**src/rtl/pb_pkg.sv**
```systemverilog
// Shared types and defaults for the push-button conditioner.
// Holds the arbitration state encoding and default sizing constants.
// Imported by the debounce cell and the conditioner top.
package pb_pkg;

  typedef enum logic {IDLE = 1'b0, HELD = 1'b1} pb_state_t;

  localparam int DEBOUNCE_CYCLES_DEF = 4;
  localparam int NUM_PB_DEF          = 13;

endpackage

```
**src/rtl/pb_conditioner_if.sv**
```systemverilog
// Button-side and keystroke-side signals of the conditioner.
// Latency: n/a (wiring only).
// Backpressure: none; all outputs are levels or single-cycle strobes.
interface pb_conditioner_if #(
  parameter int NUM_PB = 13,
  parameter int CODE_W = $clog2(NUM_PB)
);
  logic [NUM_PB-1:0] pb;
  logic [NUM_PB-1:0] pb_level;
  logic [NUM_PB-1:0] pb_strobe;
  logic [CODE_W-1:0] keycode;
  logic              key_valid;
  logic              key_multi;
  logic              busy;

  // Button source / keystroke consumer side
  modport master (
    output pb,
    input  pb_level, pb_strobe, keycode, key_valid, key_multi, busy
  );

  // Conditioner side
  modport slave (
    input  pb,
    output pb_level, pb_strobe, keycode, key_valid, key_multi, busy
  );
endinterface

```
**src/rtl/pb_debounce.sv**
```systemverilog
// One-bit conditioner: 2-FF synchroniser followed by a stable-count debouncer.
// Latency: new level accepted DEBOUNCE_CYCLES+2 edges after the raw change.
// Backpressure: none; free-running per clock.
module pb_debounce
  import pb_pkg::*;
#(
  parameter int DEBOUNCE_CYCLES = DEBOUNCE_CYCLES_DEF
) (
  input  logic clk,
  input  logic nrst,
  input  logic pb_i,
  output logic level_o
);

  localparam int CNT_W = $clog2(DEBOUNCE_CYCLES);

  logic             sync1_q;
  logic             sync2_q;
  logic [CNT_W-1:0] cnt_q;
  logic [CNT_W-1:0] cnt_d;
  logic             level_q;
  logic             level_d;

  // Plain two-flop synchroniser, nothing between the stages
  always_ff @(posedge clk or negedge nrst) begin
    if (!nrst) begin
      sync1_q <= 1'b0;
      sync2_q <= 1'b0;
    end else begin
      sync1_q <= pb_i;
      sync2_q <= sync1_q;
    end
  end

  // Count consecutive mismatching cycles; any match clears the count
  always_comb begin
    cnt_d   = '0;
    level_d = level_q;
    if (sync2_q != level_q) begin
      if (cnt_q == CNT_W'(DEBOUNCE_CYCLES - 1)) begin
        level_d = sync2_q;
      end else begin
        cnt_d = cnt_q + 1'b1;
      end
    end
  end

  // Counter and accepted level registers
  always_ff @(posedge clk or negedge nrst) begin
    if (!nrst) begin
      cnt_q   <= '0;
      level_q <= 1'b0;
    end else begin
      cnt_q   <= cnt_d;
      level_q <= level_d;
    end
  end

  assign level_o = level_q;

endmodule

```
**src/rtl/pb_conditioner.sv**
```systemverilog
// Debounces NUM_PB buttons and emits one keystroke (index + pulse) per press.
// Latency: key_valid DEBOUNCE_CYCLES+3 edges after a stable raw press.
// Backpressure: none; presses arriving while a key is held are strobed but dropped.
module pb_conditioner
  import pb_pkg::*;
#(
  parameter int NUM_PB          = NUM_PB_DEF,
  parameter int DEBOUNCE_CYCLES = DEBOUNCE_CYCLES_DEF
) (
  input  logic           clk,
  input  logic           nrst,
  pb_conditioner_if.slave bus
);

  localparam int CODE_W = $clog2(NUM_PB);

  logic [NUM_PB-1:0] level;
  logic [NUM_PB-1:0] level_q;
  logic [NUM_PB-1:0] rise;
  logic [NUM_PB-1:0] strobe_q;
  logic [CODE_W-1:0] low_idx;
  logic              multi;

  pb_state_t         state_q;
  pb_state_t         state_d;
  logic [CODE_W-1:0] keycode_q;
  logic [CODE_W-1:0] keycode_d;
  logic              valid_q;
  logic              valid_d;
  logic              multi_q;
  logic              multi_d;
  logic              busy_q;

  for (genvar g = 0; g < NUM_PB; g++) begin : g_db
    pb_debounce #(
      .DEBOUNCE_CYCLES(DEBOUNCE_CYCLES)
    ) u_db (
      .clk    (clk),
      .nrst   (nrst),
      .pb_i   (bus.pb[g]),
      .level_o(level[g])
    );
  end

  assign rise  = level & ~level_q;
  assign multi = ($countones(rise) > 1);

  // Priority encoder: lowest set index of the rising-edge vector wins
  always_comb begin
    low_idx = '0;
    for (int i = NUM_PB - 1; i >= 0; i--) begin
      if (rise[i]) low_idx = CODE_W'(i);
    end
  end

  // Previous-level and strobe registers for edge detection
  always_ff @(posedge clk or negedge nrst) begin
    if (!nrst) begin
      level_q  <= '0;
      strobe_q <= '0;
    end else begin
      level_q  <= level;
      strobe_q <= rise;
    end
  end

  // Arbitration: accept only when idle, lock out until every key is released
  always_comb begin
    state_d   = state_q;
    keycode_d = keycode_q;
    valid_d   = 1'b0;
    multi_d   = 1'b0;
    case (state_q)
      IDLE: begin
        if (rise != '0) begin
          keycode_d = low_idx;
          valid_d   = 1'b1;
          multi_d   = multi;
          state_d   = HELD;
        end
      end
      HELD: begin
        if (level == '0) state_d = IDLE;
      end
      default: state_d = IDLE;
    endcase
  end

  // FSM state and keystroke output registers
  always_ff @(posedge clk or negedge nrst) begin
    if (!nrst) begin
      state_q   <= IDLE;
      keycode_q <= '0;
      valid_q   <= 1'b0;
      multi_q   <= 1'b0;
      busy_q    <= 1'b0;
    end else begin
      state_q   <= state_d;
      keycode_q <= keycode_d;
      valid_q   <= valid_d;
      multi_q   <= multi_d;
      busy_q    <= (state_d == HELD);
    end
  end

  assign bus.pb_level  = level;
  assign bus.pb_strobe = strobe_q;
  assign bus.keycode   = keycode_q;
  assign bus.key_valid = valid_q;
  assign bus.key_multi = multi_q;
  assign bus.busy      = busy_q;

endmodule

```
**src/flat_wrapper.sv**
```systemverilog
// flat-port wrapper written by rule: the top's interface ports become plain ports
module pb_conditioner_flat import pb_pkg::*;
#(
  parameter int NUM_PB          = NUM_PB_DEF,
  parameter int DEBOUNCE_CYCLES = DEBOUNCE_CYCLES_DEF
)
  (clk, nrst, bus_pb, bus_pb_level, bus_pb_strobe, bus_keycode, bus_key_valid, bus_key_multi, bus_busy);
  pb_conditioner_if #(.NUM_PB(NUM_PB)) bus_i ();
  input  logic clk;
  input  logic nrst;
  input wire logic [$bits(bus_i.pb)-1:0] bus_pb;
  output wire logic [$bits(bus_i.pb_level)-1:0] bus_pb_level;
  output wire logic [$bits(bus_i.pb_strobe)-1:0] bus_pb_strobe;
  output wire logic [$bits(bus_i.keycode)-1:0] bus_keycode;
  output wire logic [$bits(bus_i.key_valid)-1:0] bus_key_valid;
  output wire logic [$bits(bus_i.key_multi)-1:0] bus_key_multi;
  output wire logic [$bits(bus_i.busy)-1:0] bus_busy;
  assign bus_i.pb = bus_pb;
  assign bus_pb_level = bus_i.pb_level;
  assign bus_pb_strobe = bus_i.pb_strobe;
  assign bus_keycode = bus_i.keycode;
  assign bus_key_valid = bus_i.key_valid;
  assign bus_key_multi = bus_i.key_multi;
  assign bus_busy = bus_i.busy;
  pb_conditioner #(.NUM_PB(NUM_PB), .DEBOUNCE_CYCLES(DEBOUNCE_CYCLES)) u_core (.clk(clk), .nrst(nrst), .bus(bus_i));
endmodule
```
**config.mk**
```make
export PLATFORM = sky130hd
export DESIGN_NAME = pb_conditioner_flat
export DESIGN_NICKNAME = d
export VERILOG_FILES = /design/src/rtl/pb_pkg.sv /design/src/rtl/pb_conditioner_if.sv /design/src/rtl/pb_debounce.sv /design/src/rtl/pb_conditioner.sv /design/src/flat_wrapper.sv
export SDC_FILE = /design/constraint.sdc
export NUM_CORES = 1
export LEC_CHECK = 0
export BUFFER_PORTS_ARGS = -buffer_cell sky130_fd_sc_hd__buf_2
export CORE_UTILIZATION = 40
export DETAILED_ROUTE_END_ITERATION = 7
export SLEW_MARGIN = 0
export SYNTH_ARGS = -nofsm -noshare
export SYNTH_HDL_FRONTEND = slang
export SYNTH_HIERARCHICAL = 1
export SYNTH_SLANG_ARGS = --single-unit
```
**constraint.sdc**
```tcl
create_clock -name clk -period 5.9 [get_ports clk]
set_input_delay 0 -clock clk [delete_from_list [all_inputs] [get_ports clk]]
set_output_delay 0 -clock clk [all_outputs]
set_load 0.01 [all_outputs]
```
[Yosys cells after proc, flatten, opt, wreduce, memory -nomap -nowiden]
Cells that the tools add are included.
Word-level totals
  logic and storage cells: 174
  register bits: 98
  bits of input ports: 15
Cells by class
  add/subtract/negate cells: 25
  muxes and demuxes: 45
  reduce and logical (&&, ||, !) cells: 16
  magnitude comparators: 1
  equal/unequal tests: 26
  bitwise operators: 3
Operators with widths (count)
  adder 32 bit: 5
  2-to-1 mux 2 bit: 26
  2-to-1 mux 4 bit: 13
  adder 32 x 1 -> 32 bit: 1
  greater-than comparator 32 x 2 -> 1 bit (second input constant): 1
  AND reduction 2 bit: 14
  adder 2 x 1 -> 2 bit (second input constant): 13
  == test 2 bit (second input constant): 13
  AND 13 bit: 1
  logical NOT 13 bit: 1
  inequality test 1 bit: 13
  inverter 13 bit: 1
  nonzero test 13 bit: 1
  adder 1 x 1 -> 2 bit: 6
  2-to-1 mux 1 bit: 5
  one-hot mux 1 bit (2 select lines): 1
  inverter 1 bit: 1

[Depth between registers and ports, before layout]
  depth after elaboration: 15
  depth in mapped cells: 13
  gate-level depth less buffers: 13

[Cells and area by module]
Netlist, hierarchy kept.
By module, submodules not included
  pb_debounce: sequential area each 125.1 um2, area each 173.9 um2, instances 13, cells each 10
  pb_conditioner: sequential area each 825.8 um2, area each 1527.7 um2, instances 1, cells each 122

[Least setup slack after synthesis]
Ideal clock, no wire load.
  path type: register -> register
  start point: register u_core.g_db[7].u_db.level_q
  end point: register u_core.multi_q (netlist: u_core/bus.key_multi)
  arrival: 3689 ps
  buffers on the path: 0
  cell stages (with the launch flop): 12
  path slack: 2067 ps
  library setup time: 144 ps
  cell sequence: dfrtp_1 > or2b_2 > inv_1 > fa_1 > inv_1 > fa_1 > fa_1 > fa_1 > fa_1 > fa_1 > mux2i_1 > a31oi_1
Between the ends
  word-level cells in the longest chain between the ends: 8
  elaborated cells on any way between the ends: 9
  classes of those cells: 4 x add/sub; 1 x order compare; 2 x mux; 1 x bitwise; 1 x reduce/logical
Ends and longest elaborated chain
  start: declaration: line pb_debounce.sv:21  | logic level_q;
  start signal: assignment: line pb_debounce.sv:55  | level_q <= level_d;
  AND 13 bit *: line pb_conditioner.sv:45  | assign rise = level & ~level_q;
  via u_core.rise[7]: line pb_conditioner.sv:19  | logic [NUM_PB-1:0] rise;
  adder 1 x 1 -> 2 bit (not written as such): line pb_conditioner.sv:46  | assign multi = ($countones(rise) > 1);
  adder 32 bit (not written as such) (3 in series): line pb_conditioner.sv:46
  greater-than comparator 32 x 2 -> 1 bit: line pb_conditioner.sv:46
  2-to-1 mux 1 bit *: line pb_conditioner.sv:75  | if (rise != '0) begin
  2-to-1 mux 1 bit *: line pb_conditioner.sv:73  | case (state_q)
  via u_core.multi_d: line pb_conditioner.sv:31  | logic multi_d;
  end signal: assignment: line pb_conditioner.sv:101  | multi_q <= multi_d;
  end: declaration: line pb_conditioner.sv:30  | logic multi_q;
Mark *: on every way through the listed nets, which the timed path passes. The rest lies on a longest branch.
A chain may end at the register's enable or synchronous reset.

[Worst setup path in the final report]
Same ends and word-level chain as after synthesis.

==> summary.md <==
| Metric | Value |
|---|---|
| RSZ-0062 raised after global routing | `no` |
| Clock buffer depth | `2` |
| Critical path fanouts, max | `6` |
| Syn Nets | `292` |
| # DRC | `0` |
| Synth cell types | `36` |
| Total iterations of the first detailed-routing run | `4` |
| Fin crit period | `3.98 ns` |
| Seq cells post-synth | `98` |
| Initial antenna violation count | `0` |
| GRT Util Overall | `0.143` |
| Postcts setup bufs | `0` |
| Post-Place Setup Slack | `1.91 ns` |
| Initial core utilization | `0.412` |
| Status | `completed` |
| Synth top area share | `0.647` |
| Fmax achieved | `0.251 GHz` |
| Crit Path Category | `reg -> reg` |
| Fin worst setup slack | `1.92 ns` |
| Element type at the critical path end | `flop` |
| Die height | `99.3 µm` |
| Core area | `9200 µm²` |
| H-tree Lvls | `3` |
| Leakage | `2.23 nW` |
| Wirelength per Cell | `13.7 µm` |
| Mapped cell area | `3790 µm²` |
| Hold_buf cts | `14` |
| Remaining antenna violation count | `0` |
| CTS tree | `built` |
| Slew @ Worst Pin | `0.611 ns` |
| Post-CTS sizing | `0` |
| Largest net degree at the start of global routing | `51` |
| Gpl congestion | `0.826` |
| Post-synthesis cell type with the largest combined area | `dfrtp_1` |
| Ranking of synthesized cells by area | `dfrtp_1, ha_1, fa_1` |
| # diodes | `0` |
| Worst Skew | `0.0110 ns` |
| Commonest non-fill, non-tap cells in the layout | `dfrtp_1, buf_2, inv_1` |
| Post-Syn Instances | `252` |
| Total CTS buffers | `9` |
| Max-slew headroom | `0.593` |
| Worst-skew pair later-pin latency | `0.37 ns` |
| DR vias | `2053` |
| Number of synthesis warnings | `6` |
| Worst Path Required | `6.13 ns` |
| Synthesis-to-finish area growth | `19.4%` |
| Clk sinks | `98` |
| Row cnt | `35` |
| Via/cell ratio | `4.66` |
| Sequential share of the synthesized area | `0.647` |
| Share of cells above drive strength 1 | `0.312` |
| Critical path launch point type | `flop` |
| First-pass GRT wire length | `10.4 mm` |
| Synth Area per Inst | `15.0 µm²` |
| Setup-failing EPs final | `0` |
| I/O pin count | `48` |
| Post-route setup TNS | `0 ns` |
| Number of global-route vias before repair | `2131` |
| Final nets | `365` |
| Input/output buffers | `47` |
| Iteration-0 DRC Markers | `32` |
| Die area | `9860 µm²` |
| # fillers | `804` |
| Worst path arrival time | `4.21 ns` |
| HPWL after DPL | `4.23 mm` |
| Clk root buf | `clkbuf_8` |
| Class of the worst hold path | `in -> async` |
| Overall Power | `2.64 mW` |
| Die Span X | `99.3 µm` |
| Most common cell after layout, fill and taps aside | `dfrtp_1` |
| Clock slew at reported path FFs | `0.09 ns` |
| PwrDens | `583 nW/µm²` |
| Max IR drop VDD | `333 µV` |
| Final hold vios | `0` |
| Total Wirelength | `6.03 mm` |
| Final Max Slew Viols | `0` |
| Final Cycle Share | `0.674` |
| Congestion Overflow GR | `0` |
| Maxcap violations | `0` |
kinds of logic (layout without fill, tap and decap cells):
family | Yosys count | after routing | synth area share
xor gates and xnor gates | 13 | 13 | 0.0301
adders and majority gates | 25 | 25 | 0.0984
and+or+nand+nor | 62 | 62 | 0.119
DFF | 98 | 98 | 0.647
AOI/OAI and AO/OA | 15 | 15 | 0.0370
muxes | 14 | 14 | 0.0413
buffers and inverters | 25 | 103 | 0.0274
flip-flops by register name, summed over array words and instances (netlist names):
signal and cells:
u_core/g_db.u_db/cnt_q 26, u_core/bus.pb_strobe 13, u_core/g_db.u_db/level_o 13, u_core/g_db.u_db/sync1_q 13, u_core/g_db.u_db/sync2_q 13, u_core/level_q 13, u_core/bus.keycode 4, u_core/bus.busy 1
u_core/bus.key_multi 1, u_core/bus.key_valid 1
worst paths after layout:
path / start / to / slack [ns] / cells after the start
max in group asynchronous: nrst / u_core/g_db[1].u_db/cnt_q[1]$_DFF_PN0_ / 4.70 / 3
hold reg to reg: u_core/g_db[0].u_db/sync1_q$_DFF_PN0_ / u_core/g_db[0].u_db/sync2_q$_DFF_PN0_ / 0.35 / 0
setup reg to reg: u_core/g_db[7].u_db/level_o$_DFFE_PN0P_ / u_core/bus.key_multi$_DFF_PN0_ / 1.92 / 11
setup / recovery: u_core/g_db[7].u_db/level_o$_DFFE_PN0P_ / u_core/bus.key_multi$_DFF_PN0_ / 1.92 / 11
min in group clk: bus_pb[4] / u_core/g_db[4].u_db/sync1_q$_DFF_PN0_ / 0.27 / 2
hold / removal: nrst / u_core/g_db[9].u_db/cnt_q[0]$_DFF_PN0_ / 0.18 / 2
per-layer routing:
metal	vias to the layer above	GRT usage	wire [µm]
met2	44	0.213	2830
met4	0	0.0475	56
met1	1026	0.181	2750
met3	4	0.0710	389
met5	-	0	0
li1	979	-	-
through the flow:
step	hold slack, ns	cells	util	instance area, µm²
final	0.178	441	0.492	4520
after floorplan	-0.296	252	-	3790
after global routing	0.224	441	0.492	4520
after CTS	0.190	441	0.492	4520
after detailed placement	0.0588	411	0.454	4170
after global placement	0.0519	411	0.454	4170
area by class of cell:
type / instances / area (µm²) / area share
multi-input combinational: 129 / 1230 / 0.272
tap: 111 / 139 / 0.0307
inverter: 25 / 104 / 0.0230
timing repair buffer: 62 / 385 / 0.0852
clock inverter: 5 / 60.1 / 0.0133
clock buffer: 11 / 151 / 0.0335
sequential: 98 / 2450 / 0.542
critical path, cell delays in order (launching register included):
cell     delay [ns]
dfrtp_1        0.43
or2b_2         0.36
inv_1          0.14
fa_1           0.41
inv_1          0.08
fa_1           0.42
fa_1           0.51
fa_1           0.44
fa_1           0.41
fa_1           0.39
mux2i_1        0.16
a31oi_1        0.09
synth_stat cells (all sizes together):
master   count
a211oi       1
a21oi        3
a22o         1
a31oi        1
a41oi        1
clkinv       1
dfrtp       98
fa           8
ha          17
inv         24
mux2        13
mux2i        1
nand2        7
nand2b      10
nand3        1
nand3b       1
nand4        2
nor2         7
nor2b       16
nor3        15
nor4         2
o2111ai      1
o21ai        3
o311ai       1
o31ai        1
o41ai        2
or2b         1
xnor2       13
report_power, final:
group	internal (mW)	switching, mW	total, mW
sequential	0.893	0.157	1.05
clock	0.221	0.229	0.451
combinational	0.530	0.604	1.13
total	1.64	0.991	2.64
Power figures use the tool's default switching activity.
